--- config.mk ---
export PLATFORM = sky130hd
export DESIGN_NAME = fc_seq_ctrl_flat
export DESIGN_NICKNAME = d
export VERILOG_FILES = /design/src/rtl/fc_seq_ctrl_if.sv /design/src/rtl/fc_seq_ctrl.sv /design/src/flat_wrapper.sv
export SDC_FILE = /design/constraint.sdc
export NUM_CORES = 1
export LEC_CHECK = 0
export ABC_AREA = 0
export CAP_MARGIN = 25
export CORE_ASPECT_RATIO = 0.7
export CORE_MARGIN = 10
export CORE_UTILIZATION = 30
export DETAILED_ROUTE_END_ITERATION = 8
export HOLD_SLACK_MARGIN = 0.15
export SYNTH_ARGS = -nofsm -noshare
export SYNTH_HDL_FRONTEND = slang
export SYNTH_SLANG_ARGS = --single-unit
--- constraint.sdc ---
create_clock -name clk -period 8.9 [get_ports clk]
set_input_delay 1.335 -clock clk [delete_from_list [all_inputs] [get_ports clk]]
set_output_delay 1.335 -clock clk [all_outputs]
set_load 0.02 [all_outputs]
--- src/rtl/fc_seq_ctrl_if.sv ---
// Bus bundle between the FC sequencer and its surroundings: command inputs
// from the APB block, the input weight/feature stream, the feature-buffer and
// MAC control strobes, the result stream and the status outputs.
//
// Handshake rule for both streams: a beat transfers on a rising clk edge where
// valid and ready are both high. A source holds valid and its payload steady
// until that edge. The sequencer's ready never depends on its own valid
// outputs.
interface fc_seq_ctrl_if #(
  parameter int ADDR_W = 10,
  parameter int CNT_W  = 16
);
  // command / configuration
  logic              start;
  logic [CNT_W-1:0]  in_words;
  logic [CNT_W-1:0]  out_len;

  // input stream
  logic              s_valid;
  logic              s_last;
  logic              s_ready;

  // feature buffer and MAC control
  logic              feat_we;
  logic [ADDR_W-1:0] feat_addr;
  logic              mac_en;
  logic [ADDR_W-1:0] mac_addr;
  logic              acc_clr;
  logic [31:0]       acc_in;

  // result stream
  logic              m_valid;
  logic              m_ready;
  logic [31:0]       m_data;
  logic              m_last;

  // status
  logic [CNT_W-1:0]  max_index;
  logic              busy;
  logic              done;
  logic              err;

  // sequencer side
  modport master (
    input  start, in_words, out_len, s_valid, s_last, acc_in, m_ready,
    output s_ready, feat_we, feat_addr, mac_en, mac_addr, acc_clr,
           m_valid, m_data, m_last, max_index, busy, done, err
  );

  // environment side (APB block, stream source/sink, datapath)
  modport slave (
    output start, in_words, out_len, s_valid, s_last, acc_in, m_ready,
    input  s_ready, feat_we, feat_addr, mac_en, mac_addr, acc_clr,
           m_valid, m_data, m_last, max_index, busy, done, err
  );
endinterface

--- src/rtl/fc_seq_ctrl.sv ---
// Control sequencer for one fully-connected layer per start command.
// LOAD streams the feature vector into the feature buffer, then each ROW
// streams one weight row through the MAC, DRAIN waits out the MAC pipeline,
// EMIT presents the accumulator result and tracks the arg-max, DONE pulses.
// The FSM state is exported on o_state for observation.
module fc_seq_ctrl #(
  parameter int ADDR_W  = 10,
  parameter int CNT_W   = 16,
  parameter int MAC_LAT = 2
) (
  input  logic          clk,
  input  logic          rst,
  fc_seq_ctrl_if.master bus,
  output logic [2:0]    o_state
);

  typedef enum logic [2:0] {
    S_IDLE  = 3'd0,
    S_LOAD  = 3'd1,
    S_ROW   = 3'd2,
    S_DRAIN = 3'd3,
    S_EMIT  = 3'd4,
    S_DONE  = 3'd5
  } state_t;

  localparam logic [CNT_W-1:0] LP_ONE     = CNT_W'(1);
  localparam logic [3:0]       LP_LAT     = 4'(MAC_LAT);
  localparam logic [3:0]       LP_LAT_ONE = 4'd1;

  state_t                   r_state;
  state_t                   w_next;

  logic [CNT_W-1:0]         r_in_words;
  logic [CNT_W-1:0]         r_out_len;
  logic [CNT_W-1:0]         r_word_cnt;
  logic [CNT_W-1:0]         r_row_cnt;
  logic [CNT_W-1:0]         r_max_index;
  logic [3:0]               r_lat_cnt;
  logic [31:0]              r_m_data;
  logic signed [31:0]       r_max_val;
  logic                     r_err;

  logic                     w_s_hs;
  logic                     w_m_hs;
  logic                     w_last_word;
  logic                     w_last_row;
  logic                     w_bad_last;
  logic                     w_zero_len;
  logic                     w_lat_end;
  logic                     w_new_max;

  logic                     w_s_ready;
  logic                     w_feat_we;
  logic                     w_mac_en;
  logic                     w_acc_clr;
  logic                     w_m_valid;
  logic                     w_done;

  // A stream beat can only transfer while the FSM is consuming the stream.
  assign w_s_hs      = bus.s_valid && ((r_state == S_LOAD) || (r_state == S_ROW));
  assign w_m_hs      = (r_state == S_EMIT) && bus.m_ready;
  assign w_last_word = (r_word_cnt == (r_in_words - LP_ONE));
  assign w_last_row  = (r_row_cnt == (r_out_len - LP_ONE));
  // TLAST is only legal on the very last beat of the very last row.
  assign w_bad_last  = bus.s_last && !(w_last_word && w_last_row);
  // Uses the live command inputs so an empty layer reaches DONE one cycle after start.
  assign w_zero_len  = (bus.in_words == '0) || (bus.out_len == '0);
  // The latency counter is loaded with MAC_LAT after the last mac_en; acc_in
  // is valid in the DRAIN cycle where the count is about to reach zero.
  assign w_lat_end   = (r_lat_cnt == LP_LAT_ONE);
  // Row 0 always seeds the arg-max; later rows need a strictly larger value,
  // so ties keep the lower index.
  assign w_new_max   = (r_row_cnt == '0) || ($signed(bus.acc_in) > r_max_val);

  // State register.
  always_ff @(posedge clk or posedge rst) begin
    if (rst) begin
      r_state <= S_IDLE;
    end else begin
      r_state <= w_next;
    end
  end

  // Next-state decode and per-state control strobes.
  always_comb begin
    w_next    = r_state;
    w_s_ready = 1'b0;
    w_feat_we = 1'b0;
    w_mac_en  = 1'b0;
    w_acc_clr = 1'b0;
    w_m_valid = 1'b0;
    w_done    = 1'b0;
    case (r_state)
      S_IDLE: begin
        if (bus.start) begin
          w_next = w_zero_len ? S_DONE : S_LOAD;
        end
      end
      S_LOAD: begin
        w_s_ready = 1'b1;
        w_feat_we = bus.s_valid;
        if (w_s_hs && w_last_word) begin
          w_next = S_ROW;
        end
      end
      S_ROW: begin
        w_s_ready = 1'b1;
        w_mac_en  = bus.s_valid;
        w_acc_clr = bus.s_valid && (r_word_cnt == '0);
        if (w_s_hs) begin
          if (w_bad_last) begin
            w_next = S_DONE;
          end else if (w_last_word) begin
            w_next = S_DRAIN;
          end
        end
      end
      S_DRAIN: begin
        if (w_lat_end) begin
          w_next = S_EMIT;
        end
      end
      S_EMIT: begin
        w_m_valid = 1'b1;
        if (w_m_hs) begin
          w_next = w_last_row ? S_DONE : S_ROW;
        end
      end
      S_DONE: begin
        w_done = 1'b1;
        w_next = S_IDLE;
      end
      default: begin
        w_next = S_IDLE;
      end
    endcase
  end

  // Layer configuration, counters, result register, arg-max and error flag.
  always_ff @(posedge clk or posedge rst) begin
    if (rst) begin
      r_in_words  <= '0;
      r_out_len   <= '0;
      r_word_cnt  <= '0;
      r_row_cnt   <= '0;
      r_max_index <= '0;
      r_max_val   <= '0;
      r_lat_cnt   <= '0;
      r_m_data    <= '0;
      r_err       <= 1'b0;
    end else begin
      case (r_state)
        S_IDLE: begin
          if (bus.start) begin
            r_in_words  <= bus.in_words;
            r_out_len   <= bus.out_len;
            r_word_cnt  <= '0;
            r_row_cnt   <= '0;
            r_max_index <= '0;
            r_max_val   <= '0;
            r_lat_cnt   <= '0;
            r_err       <= w_zero_len;
          end
        end
        S_LOAD: begin
          if (w_s_hs) begin
            r_word_cnt <= w_last_word ? '0 : (r_word_cnt + LP_ONE);
          end
        end
        S_ROW: begin
          if (w_s_hs) begin
            if (w_bad_last) begin
              r_err <= 1'b1;
            end else if (w_last_word) begin
              r_word_cnt <= '0;
              r_lat_cnt  <= LP_LAT;
            end else begin
              r_word_cnt <= r_word_cnt + LP_ONE;
            end
          end
        end
        S_DRAIN: begin
          r_lat_cnt <= r_lat_cnt - LP_LAT_ONE;
          if (w_lat_end) begin
            r_m_data <= bus.acc_in;
            if (w_new_max) begin
              r_max_val   <= $signed(bus.acc_in);
              r_max_index <= r_row_cnt;
            end
          end
        end
        S_EMIT: begin
          if (w_m_hs && !w_last_row) begin
            r_row_cnt  <= r_row_cnt + LP_ONE;
            r_word_cnt <= '0;
          end
        end
        default: begin
        end
      endcase
    end
  end

  // Addresses are driven only alongside their strobe; they truncate to ADDR_W.
  assign bus.s_ready   = w_s_ready;
  assign bus.feat_we   = w_feat_we;
  assign bus.feat_addr = w_feat_we ? r_word_cnt[ADDR_W-1:0] : '0;
  assign bus.mac_en    = w_mac_en;
  assign bus.mac_addr  = w_mac_en ? r_word_cnt[ADDR_W-1:0] : '0;
  assign bus.acc_clr   = w_acc_clr;
  assign bus.m_valid   = w_m_valid;
  assign bus.m_data    = r_m_data;
  assign bus.m_last    = w_m_valid && w_last_row;
  assign bus.max_index = r_max_index;
  assign bus.busy      = (r_state != S_IDLE);
  assign bus.done      = w_done;
  assign bus.err       = r_err;
  assign o_state       = r_state;

endmodule

--- src/flat_wrapper.sv ---
// flat-port wrapper written by rule: the top's interface ports become plain ports
module fc_seq_ctrl_flat 
#(
  parameter int ADDR_W  = 10,
  parameter int CNT_W   = 16,
  parameter int MAC_LAT = 2
)
  (clk, rst, o_state, bus_start, bus_in_words, bus_out_len, bus_s_valid, bus_s_last, bus_acc_in, bus_m_ready, bus_s_ready, bus_feat_we, bus_feat_addr, bus_mac_en, bus_mac_addr, bus_acc_clr, bus_m_valid, bus_m_data, bus_m_last, bus_max_index, bus_busy, bus_done, bus_err);
  fc_seq_ctrl_if #(.ADDR_W(ADDR_W), .CNT_W(CNT_W)) bus_i ();
  input  logic clk;
  input  logic rst;
  output logic [2:0] o_state;
  input wire logic [$bits(bus_i.start)-1:0] bus_start;
  input wire logic [$bits(bus_i.in_words)-1:0] bus_in_words;
  input wire logic [$bits(bus_i.out_len)-1:0] bus_out_len;
  input wire logic [$bits(bus_i.s_valid)-1:0] bus_s_valid;
  input wire logic [$bits(bus_i.s_last)-1:0] bus_s_last;
  input wire logic [$bits(bus_i.acc_in)-1:0] bus_acc_in;
  input wire logic [$bits(bus_i.m_ready)-1:0] bus_m_ready;
  output wire logic [$bits(bus_i.s_ready)-1:0] bus_s_ready;
  output wire logic [$bits(bus_i.feat_we)-1:0] bus_feat_we;
  output wire logic [$bits(bus_i.feat_addr)-1:0] bus_feat_addr;
  output wire logic [$bits(bus_i.mac_en)-1:0] bus_mac_en;
  output wire logic [$bits(bus_i.mac_addr)-1:0] bus_mac_addr;
  output wire logic [$bits(bus_i.acc_clr)-1:0] bus_acc_clr;
  output wire logic [$bits(bus_i.m_valid)-1:0] bus_m_valid;
  output wire logic [$bits(bus_i.m_data)-1:0] bus_m_data;
  output wire logic [$bits(bus_i.m_last)-1:0] bus_m_last;
  output wire logic [$bits(bus_i.max_index)-1:0] bus_max_index;
  output wire logic [$bits(bus_i.busy)-1:0] bus_busy;
  output wire logic [$bits(bus_i.done)-1:0] bus_done;
  output wire logic [$bits(bus_i.err)-1:0] bus_err;
  assign bus_i.start = bus_start;
  assign bus_i.in_words = bus_in_words;
  assign bus_i.out_len = bus_out_len;
  assign bus_i.s_valid = bus_s_valid;
  assign bus_i.s_last = bus_s_last;
  assign bus_i.acc_in = bus_acc_in;
  assign bus_i.m_ready = bus_m_ready;
  assign bus_s_ready = bus_i.s_ready;
  assign bus_feat_we = bus_i.feat_we;
  assign bus_feat_addr = bus_i.feat_addr;
  assign bus_mac_en = bus_i.mac_en;
  assign bus_mac_addr = bus_i.mac_addr;
  assign bus_acc_clr = bus_i.acc_clr;
  assign bus_m_valid = bus_i.m_valid;
  assign bus_m_data = bus_i.m_data;
  assign bus_m_last = bus_i.m_last;
  assign bus_max_index = bus_i.max_index;
  assign bus_busy = bus_i.busy;
  assign bus_done = bus_i.done;
  assign bus_err = bus_i.err;
  fc_seq_ctrl #(.ADDR_W(ADDR_W), .CNT_W(CNT_W), .MAC_LAT(MAC_LAT)) u_core (.clk(clk), .rst(rst), .bus(bus_i), .o_state(o_state));
endmodule
Word level (Yosys, flattened, before mapping)
Index checks and enable logic that the tools add are counted.
{ "word_totals": {"ff_bits": 152, "elab_cells": 112} }
{ "classes": {"addsub": 5, "order_cmp": 1, "eq_ne": 20, "n_mux": 43, "reduce_logical": 33} }
{ "ops": {"columns": ["operator", "n"], "rows": [
  ["$mux W16", 9],
  ["$mux W32", 3],
  ["$logic_not A16 Y1", 4],
  ["$pmux W16 S2", 2],
  ["$pmux W16 S4", 1],
  ["$pmux W32 S2", 1],
  ["$add A16 B1 Y16 const B", 2],
  ["$eq A16 B16 Y1", 2],
  ["$gt A32 B32 Y1", 1],
  ["$sub A16 B1 Y16 const B", 2],
  ["$mux W3", 9],
  ["$mux W10", 2],
  ["$mux W4", 4],
  ["$pmux W3 S5", 1],
  ["$ne A2 B1 Y1 const B", 7],
  ["$pmux W4 S3", 1],
  ["$reduce_and A6 Y1", 2],
  ["$mux W1", 9],
  ["$logic_and A1 B1 Y1", 8],
  ["$ne A2 B2 Y1 const B", 4],
  ["$reduce_and A4 Y1", 2],
  ["$eq A3 B2 Y1 const B", 2],
  ["$eq A3 B3 Y1 const B", 2],
  ["$reduce_bool A2 Y1", 3],
  ["other kinds (14)", 19]
]} }

Longest topological paths before layout
Gate-level depths: netlist (run 1).
{ "depth": {"word_depth": 8, "mapped_depth": 13, "mapped_depth_nobuf": 11} }

Worst setup path before layout (run 1)
No wires, ideal clock.
{ "synth_timing": {"path_type": "register to output", "startpoint": "register u_core.r_out_len[9]", "endpoint": "output bus_m_last", "arrival_ns": 2.865, "t_required_ns": 7.565, "path_slack_ns": 4.700, "path_stages_with_launch": 8, "n_path_buf": 1, "cell_sequence": "dfrtp_1 -> buf_6 -> or4_4 -> or3_1 -> or4_4 -> a21oi_1 -> nand4b_1 -> nor4_1"} }
{ "synth_via": {"elab_chain_len": 3} }
{ "synth_rtl": {"columns": ["item", "line_no", "text"], "rows": [
  ["start, declared", "fc_seq_ctrl.sv:34", "logic [CNT_W-1:0] r_out_len;"],
  ["start signal, assigned", "fc_seq_ctrl.sv:156", "r_out_len <= bus.out_len;"],
  ["$sub A16 B1 Y16", "fc_seq_ctrl.sv:63", "assign w_last_row = (r_row_cnt == (r_out_len - LP_ONE));"],
  ["$eq A16 B16 Y1", "fc_seq_ctrl.sv:63", null],
  ["$logic_and A1 B1 Y1", "fc_seq_ctrl.sv:213", "assign bus.m_last = w_m_valid && w_last_row;"],
  ["end, declared", "flat_wrapper.sv:28", "output wire logic [$bits(bus_i.m_last)-1:0] bus_m_last;"]
]} }
Every way passes these cells.

Final worst setup path (run 1)
{ "layout_timing": {"startpoint": "register u_core.r_out_len[2]", "endpoint": "output bus_m_last"} }
Same word-level chain as after synthesis.

==> results of run 1 <==
placed cells by master, fill, tap and decap left out, drive strengths merged, types with 4 or more instances in the layout:
master,n
o211ai,4
a21o,12
xnor2,27
clkinv,7
a41o,11
nor2b,4
xor2,16
or3,6
inv,70
nand2,218
a31oi,18
mux2,4
clkbuf,17
o21ai,28
o31ai,13
dfrtp,152
buf,7
a22o,50
nor4,23
and3,12
nand2b,7
nor3b,7
or2,6
or4,7
o22ai,8
nor3,27
o21a,5
and2,25
ha,40
a211oi,7
nand4,17
clkdlybuf4s50,149
a21oi,22
nor2,43
nand3,17
cell type report:
type	count	area, um^2	share of cell area, %
Clock buffer	17	425	3.76
Clock inverter	15	178	1.57
Inverter	63	241	2.13
Multi-Input combinational cell	726	4640	40.9
Sequential cell	152	3800	33.6
Tap cell	378	473	4.18
Timing Repair Buffer	156	1570	13.9
worst max path at each step:
stage | startpoint | to | slack [ns] | cells after the start
after floorplan | rst | u_core.bus.err$_DFFE_PP0P_ | 3.47 | 1
after global placement | bus_acc_in[9] | u_core.r_max_val[19]$_DFFE_PP0P_ | 3.84 | 11
after detailed placement | bus_acc_in[9] | u_core.r_max_val[16]$_DFFE_PP0P_ | 3.76 | 11
after CTS | u_core.r_out_len[9]$_DFFE_PP0P_ | bus_m_last | 3.59 | 7
after global routing | u_core.r_out_len[2]$_DFFE_PP0P_ | bus_m_last | 3.30 | 7
final | u_core.r_out_len[2]$_DFFE_PP0P_ | bus_m_last | 3.55 | 7
metrics by stage:
stage               cells  setup slack, ns  power (mW)  cell area, um^2  hold slack [ns]
CTS                  1505             3.59        3.39            11300            0.480
finish               1507             3.55        3.37            11300            0.477
detailed placement   1473             3.76        2.63            10700            0.461
global route         1507             3.30        3.62            11300            0.502
global placement     1473             3.84        2.60            10700            0.459
floorplan            1000             3.47        2.12             8910            0.465
power by group through the flow:
stage / clock network [mW] / logic, mW / registers [mW]
5_1_grt: 0.787 / 1.65 / 1.18
3_3_place_gp: 0 / 1.46 / 1.15
6_report: 0.742 / 1.48 / 1.14
2_1_floorplan: 0 / 0.964 / 1.16
3_5_place_dp: 0 / 1.48 / 1.15
4_1_cts: 0.759 / 1.49 / 1.14
cell families after synthesis:
family | after synthesis | share of synthesized area, %
flops | 152 | 42.7
xor+xnor | 44 | 4.48
simple gates | 433 | 23.5
mux | 7 | 0.843
fa+ha+maj | 40 | 5.62
buf+inv | 122 | 5.34
compound gates | 202 | 17.5
sequential cells by signal, indices dropped and copies added (netlist names):
signal,count
u_core.r_row_cnt,16
u_core.r_word_cnt,16
u_core.r_max_val,32
u_core.r_in_words,16
u_core.bus.err,1
u_core.bus.max_index,16
u_core.o_state,3
u_core.r_lat_cnt,4
u_core.bus.m_data,32
u_core.r_out_len,16
per-layer routing:
layer	wire, um	share of wire, %
met5	0	0
met4	231	0.86
met3	1520	5.7
met2	12100	45
met1	12900	48
worst max-delay path: stages (launching register included):
cell and delay (ns):
dfrtp_1 0.48, nor3_1 0.60, nand3_1 0.24, or4_4 0.56
a21oi_1 0.22, nand4b_1 0.13, nor4_1 0.56, clkdlybuf4s50_1 0.78
==> run summary, run 1 <==
Switching Fraction = 42.7%
Sw power = 1.44 mW
CORE AREA = 0.0291 mm^2
Post-synth top area cell = dfrtp_1
Syn nets = 1110
Power per cell area = 297 mW/mm^2
GR Layer Usage met3 = 3.49%
Critical setup path kind = reg2out
Largest net degree at the start of global routing = 79
Placer Congestion = 0.859
Post-CTS Setup Bufs = 0
Yosys top cell area share = 42.7%
GR peak layer = met2
Drt total wl = 26700 um
CP arrival = 4.02 ns
PortBufs = 149
Final Skew = 0.0238 ns
Syn Inst Count = 1000
Cell depth of the worst hold path = 2
Ranking of synthesized cells by area = dfrtp_1 (43%), nand2_1 (9.2%), ha_1 (5.6%), a22o_1 (4.9%), inv_1 (2.7%)
Synthesized flop and latch total = 152
TritonCTS clock tree = yes
Status = complete, no violations
Mapped Area = 0.00891 mm^2
Pleak = 5.01 nW
Final core utilization = 38.9%
Row count = 52
Peak Freq = 187 MHz
Ys Warns = 0
Slew Limit Fails = 0
DR vias/cell = 5.09
Reg-to-reg endpoint = u_core.r_word_cnt[9]$_DFFE_PP0P_
Gate power share = 44.0%
H-tree levels = 4
Die area = 0.0371 mm^2
Hpwl dp = 19400 um
Hold_buf cts = 0
Slew headroom = 29.5%
Die X-Extent = 226 um
Hold EP = u_core.bus.m_data[28]$_DFFE_PP0P_
Global-route wire length before repair = 42800 um
Num ports = 150
Number of global-route vias before repair = 7441
Most frequent cell after synthesis = nand2_1
Sink Count = 152
CTS Buf Count = 17
Reg-to-Reg Start = u_core.r_in_words[6]$_DFFE_PP0P_
Final Critical Period = 5.35 ns
Syn_area_per_cell = 8.91 um^2
DIE HEIGHT = 164 um
Met1 Track Usage GR = 20.4%
Top FF cell, synth = dfrtp_1
Initial Util = 30.6%
Synth unique cells = 69
First-pass iteration count of the detailed router = 5
GR Overflow Total = 0
R2R Setup Slk = 4.43 ns
Maxcap violations = 0
IR drop worst, VDD = 0.120 mV
Post-synth EDFFs = 0
Hold path start = u_core.bus.m_data[28]$_DFFE_PP0P_
Seq/Total Area, Yosys = 42.7%
Clock buffer depth = 2
Antenna diodes = 0
DR vias = 7674
WL per Instance = 17.7 um
Capturing element type of the critical path = primary output
# nets final = 1226
Antenna violations before repair = 0
Required @ worst endpoint = 7.57 ns
Fin. Hold Viols = 0
Drt drc = 0
Area delta synth->final = 27.2%
Seq pwr share = 34.0%
Final-layout fill cell count = 2861
Final setup TNS = 0 ns
CP Launch Type = flip-flop
Share of cells above drive strength 1 = 6.47%
Worst skew pair latency = 0.45 ns
P_int = 1.93 mW
Worst Tran Pin Value = 1.05 ns
Critical Path Fanout Max = 9
Synth async-reset ratio = 100%
DRT iter0 DRCs = 588
Hold crit path type = reg2reg
Reg2Reg Depth = 9
Clock Root Buffer = clkbuf_16
# resized after CTS = 0
Routed Antenna Nets = 0
RSZ-0062 raised after global routing = false
Period utilization = 60.1%
Final setup vio count = 0
GRT Util Overall = 14.5%
Met2 Use GR = 21.8%
Post-synth top cells = nand2_1 (218), dfrtp_1 (152), inv_1 (63)
Clock slew at the register clock pins of the worst setup and hold paths = 0.08 ns
Clock power frac = 22.0%
(Power assumes the default switching activity.)
==> run 2: changes to the inputs <==
- clock period: 8.9 -> 5.2 ns (I/O delays scaled with it)
==> run 2 against run 1 <==
Global-route usage about the same. Via count down 0.20%. Non-clock buffer count up 9. Critical endpoint unchanged.
==> run summary, run 2 (synthesis gave the netlist of run 1 again) <==
PortBufs = 149 (unchanged)
Critical Path Fanout Max = 7 (-2)
Initial Util = 30.6% (unchanged)
DIE HEIGHT = 164 um (unchanged)
Area delta synth->final = 28.1%
Largest net degree at the start of global routing = 103 (+30%)
Most frequent cells in the layout = nand2_1 (218), dfrtp_1 (152), clkdlybuf4s50_1 (149)
Slew headroom = 33.1% (+3.6 points)
Worst Tran Pin Value = 1.00 ns (-0.0534 ns)
Fin. Hold Viols = 0 (unchanged)
WL per Instance = 17.7 um (about the same)
Final Skew = 0.0119 ns (-0.0119 ns)
Num ports = 150 (unchanged)
Clock Root Buffer = clkbuf_16
Power per cell area = 508 mW/mm^2 (+71%)
Area after DPL = 0.0108 mm^2 (+0.68%)
Sink Count = 152 (unchanged)
Status = complete, no violations
H-tree levels = 4 (unchanged)
Number of global-route vias before repair = 7353 (-1.2%)
GRT Util Overall = 14.5% (about the same)
Maxcap violations = 0 (unchanged)
CP arrival = 3.77 ns (-0.25 ns)
DR vias/cell = 5.05 (-0.85%)
Capturing element type of the critical path = primary output
Clock buffer depth = 2 (unchanged)
Post-CTS Setup Bufs = 0 (unchanged)
TritonCTS clock tree = yes
Antenna violations before repair = 1 (+1)
Die X-Extent = 226 um (unchanged)
Die area = 0.0371 mm^2 (unchanged)
Final Critical Period = 4.55 ns
Hold crit path type = reg2reg
Clock slew at the register clock pins of the worst setup and hold paths = 0.06 ns (-0.02 ns)
Row count = 52 (unchanged)
Final setup vio count = 0 (unchanged)
Hold_buf cts = 0 (unchanged)
Required @ worst endpoint = 4.42 ns (-3.15 ns)
Pleak = 5.05 nW (+0.91%)
# nets final = 1235 (+0.73%)
CTS Buf Count = 17 (unchanged)
Global-route wire length before repair = 42800 um (-0.11%)
Share of cells above drive strength 1 = 7.12% (+0.65 points)
IR drop worst, VDD = 0.171 mV (+42%)
Final setup TNS = 0 ns (unchanged)
Routed Antenna Nets = 0 (unchanged)
First-pass iteration count of the detailed router = 5 (unchanged)
# resized after CTS = 0 (unchanged)
DRT iter0 DRCs = 530 (-9.9%)
Period utilization = 87.5%
Final instance area = 0.0114 mm^2 (+0.75%)
CORE AREA = 0.0291 mm^2 (unchanged)
Drt total wl = 26900 um (+0.59%)
Drt drc = 0 (unchanged)
Critical setup path kind = reg2out
Peak Freq = 220 MHz
Slew Limit Fails = 0 (unchanged)
Commonest non-fill, non-tap cell in the layout = nand2_1
Total power = 5.80 mW (+72%)
GR Overflow Total = 0 (unchanged)
RSZ-0062 raised after global routing = false
CP Launch Type = flip-flop
Worst skew pair latency = 0.43 ns (-0.02 ns)
Placer Congestion = 0.858 (-0.16%)
Hpwl dp = 19800 um (+1.9%)
DR vias = 7659 (-0.20%)
[run 2: layout make-up]
type | instances | area (um^2)
Inverter | 63 | 241
Antenna cell | 1 | 2.50
Clock inverter | 12 | 141
Clock buffer | 20 | 457
Multi-Input combinational cell | 726 | 4640
Sequential cell | 152 | 3800
Tap cell | 378 | 473
Timing Repair Buffer | 165 | 1660
Fill cell | 2834 | 17700
[run 2: where the power goes]
group          leakage [nW]  switching [mW]  internal, mW  total, mW
Clock                 0.282           0.534         0.740       1.27
Sequential             1.98           0.416          1.55       1.96
Combinational          2.80            1.43          1.13       2.57
[run 2: through the flow]
step / utilization [%] / worst slack (ns) / std cells / hold slack [ns]
global route: 39.2 / 0.472 / 1516 / 0.496
floorplan: - / 0.327 / 1000 / 0.465
global placement: 37.0 / 0.997 / 1481 / 0.458
finish: 39.2 / 0.648 / 1517 / 0.471
CTS: 39.0 / 0.670 / 1513 / 0.478
detailed placement: 37.0 / 0.886 / 1481 / 0.461
[run 2: path summary, 6_finish.rpt]
kind	startpoint	end	slack [ns]	cells after the start
max in group asynchronous	rst	u_core.o_state[1]$_DFFE_PP0P_	3.50	4
worst min register to register	u_core.bus.m_data[6]$_DFFE_PP0P_	u_core.bus.m_data[6]$_DFFE_PP0P_	0.47	2
worst max register to register	u_core.r_out_len[3]$_DFFE_PP0P_	u_core.r_word_cnt[9]$_DFFE_PP0P_	1.20	10
worst min-delay path	u_core.bus.m_data[6]$_DFFE_PP0P_	u_core.bus.m_data[6]$_DFFE_PP0P_	0.47	2
min in group asynchronous	rst	u_core.bus.m_data[11]$_DFFE_PP0P_	0.61	2
worst max-delay path	u_core.r_out_len[3]$_DFFE_PP0P_	bus_m_last	0.65	8
[run 2: worst max-delay path, cell delays in order, from the launching register on]
cell and delay, ns:
dfrtp_1 0.46, nor3_1 0.64, nand3_1 0.23, or4_4 0.57, a21oi_1 0.23, nand4b_1 0.14, nor4_1 0.27, buf_4 0.19
clkdlybuf4s50_1 0.61
[run 2: per-layer routing]
metal | vias to the layer above | global-route usage (%) | wire, um
met5 | - | 0 | 0
met4 | 0 | 3.55 | 274
met3 | 21 | 3.47 | 1620
met2 | 176 | 21.2 | 11800
met1 | 3668 | 20.9 | 13100
li1 | 3794 | - | -
==> run 3: changes to the inputs <==
- CORE_MARGIN: 10 -> 8
- HOLD_SLACK_MARGIN: 0.15 -> default
==> run 3 against run 2 <==
Register-to-register slack gained 0.04 ns. Critical endpoint unchanged. Core utilization shrank 0.18 points. Total power is 0.23% lower. Largest cell class unchanged.
==> run summary, run 3 (synthesis gave the netlist of run 1 again) <==
Number of global-route vias before repair = 7574 (+3.0%)
DIE HEIGHT = 160 um (-2.4%)
Power per cell area = 510 mW/mm^2 (+0.22%)
Fin. Hold Viols = 0 (unchanged)
CP arrival = 3.73 ns (-0.04 ns)
Placer Congestion = 0.843 (-1.8%)
Critical Path Fanout Max = 9 (+2)
Peak Freq = 222 MHz (+1.0%)
Routed Antenna Nets = 0 (unchanged)
Clock Root Buffer = clkbuf_16
Final setup vio count = 0 (unchanged)
DR vias = 7646 (-0.17%)
Critical setup path kind = reg2out
Capturing element type of the critical path = primary output
Final core utilization = 39.1% (-0.18 points)
Drt drc = 0 (unchanged)
Sink Count = 152 (unchanged)
CTS Buf Count = 17 (unchanged)
Slowest cell on crit path = nor3_1
# nets final = 1231 (-0.32%)
Share of cells above drive strength 1 = 6.88% (-0.24 points)
TritonCTS clock tree = yes
Period utilization = 86.7% (-0.87 points)
PortBufs = 149 (unchanged)
R2R Setup Slk = 1.24 ns (+0.04 ns)
Area delta synth->final = 27.6%
Antenna diodes = 0 (-1)
CP Launch Type = flip-flop
Worst skew pair latency = 0.43 ns (about the same)
First-pass iteration count of the detailed router = 5 (unchanged)
GR Overflow Total = 0 (unchanged)
Final Critical Period = 4.51 ns (-0.0451 ns)
IR drop worst, VDD = 0.163 mV (-4.7%)
Clock slew at the register clock pins of the worst setup and hold paths = 0.07 ns (about the same)
# resized after CTS = 0 (unchanged)
Drt total wl = 26600 um (-0.86%)
Status = complete, no violations
Hold crit path type = reg2reg
Initial Util = 30.6% (unchanged)
Final instance area = 0.0114 mm^2 (-0.45%)
Most frequent cells in the layout = nand2_1 (218), dfrtp_1 (152), clkdlybuf4s50_1 (149)
Required @ worst endpoint = 4.42 ns (about the same)
Slowest cell delay on critical path = 0.69 ns (+0.05 ns)
GRT Util Overall = 15.0% (+0.46 points)
DR vias/cell = 5.06 (+0.16%)
Die area = 0.0355 mm^2 (-4.2%)
Final Skew = 0.0129 ns (+0.000974 ns)
Row count = 52 (unchanged)
CORE AREA = 0.0291 mm^2 (unchanged)
Final setup TNS = 0 ns (unchanged)
Critical-path cell list = nor3_1, nand3_1, or4_4, a21oi_1, nand4b_1, nor4_1, buf_4, clkdlybuf4s50_1
RSZ-0062 raised after global routing = false
Num ports = 150 (unchanged)
Area after DPL = 0.0108 mm^2 (about the same)
Clock buffer depth = 2 (unchanged)
Worst Tran Pin Value = 1.03 ns (+0.0242 ns)
Pleak = 5.03 nW (-0.51%)
Hold_buf cts = 0 (unchanged)
Die X-Extent = 222 um (-1.8%)
Maxcap violations = 0 (unchanged)
Slew Limit Fails = 0 (unchanged)
Largest net degree at the start of global routing = 95 (-7.8%)
Hpwl dp = 19500 um (-1.4%)
Post-CTS Setup Bufs = 0 (unchanged)
DRT iter0 DRCs = 576 (+8.7%)
Antenna violations before repair = 0 (-1)
WL per Instance = 17.6 um (-0.53%)
Total power = 5.79 mW (-0.23%)
Slew headroom = 31.5% (-1.6 points)
Global-route wire length before repair = 43100 um (+0.66%)
Commonest non-fill, non-tap cell in the layout = nand2_1
H-tree levels = 4 (unchanged)
run 3: per-stage QoR:
stage               setup slack (ns)  std cells  hold WS [ns]
finish                         0.694       1512         0.477
CTS                            0.697       1512         0.480
detailed placement             0.791       1480         0.462
global route                   0.541       1512         0.500
floorplan                      0.327       1000         0.465
global placement               0.951       1479         0.458
run 3: final timing paths:
check                                                 start                                 to  cells after the start
max in group asynchronous                               rst   u_core.r_row_cnt[13]$_DFFE_PP0P_                      3
setup reg to reg            u_core.r_out_len[0]$_DFFE_PP0P_   u_core.r_row_cnt[10]$_DFFE_PP0P_                     12
min in group asynchronous                               rst  u_core.bus.m_data[10]$_DFFE_PP0P_                      2
hold reg to reg            u_core.bus.m_data[8]$_DFFE_PP0P_   u_core.bus.m_data[8]$_DFFE_PP0P_                      2
hold / removal             u_core.bus.m_data[8]$_DFFE_PP0P_   u_core.bus.m_data[8]$_DFFE_PP0P_                      2
setup / recovery            u_core.r_out_len[2]$_DFFE_PP0P_                         bus_m_last                      8
run 3: per-layer routing:
metal / routed length [um] / global-route usage, % / vias to the layer above / share of wire [%]
met3: 1300 / 3.11 / 16 / 4.9
met1: 13600 / 21.9 / 3673 / 51
met4: 380 / 4.45 / 0 / 1.4
met2: 11400 / 21.7 / 184 / 43
li1: - / - / 3773 / -
met5: 0 / 0 / - / 0
run 3: worst max-delay path, delay by kind of cell, from the launching register on:
family	cells	cell delay (ns)
flops	1	0.46
compound gates	1	0.20
simple gates	5	1.84
buf+inv	2	0.79
run 3: power breakdown:
part	total (mW)	switching, mW	internal, mW	leakage (nW)
registers	1.97	0.424	1.54	1.98
logic	2.56	1.44	1.12	2.77
clock network	1.26	0.612	0.648	0.285
run 3: area by class of cell:
class / instances / area (um^2)
fillers: 2842 / 17700
repair buffers: 161 / 1610
flip-flops and latches: 152 / 3800
clock buffers: 17 / 425
clock inverters: 15 / 174
well taps: 378 / 473
multi-input cells: 726 / 4640
inverters: 63 / 241
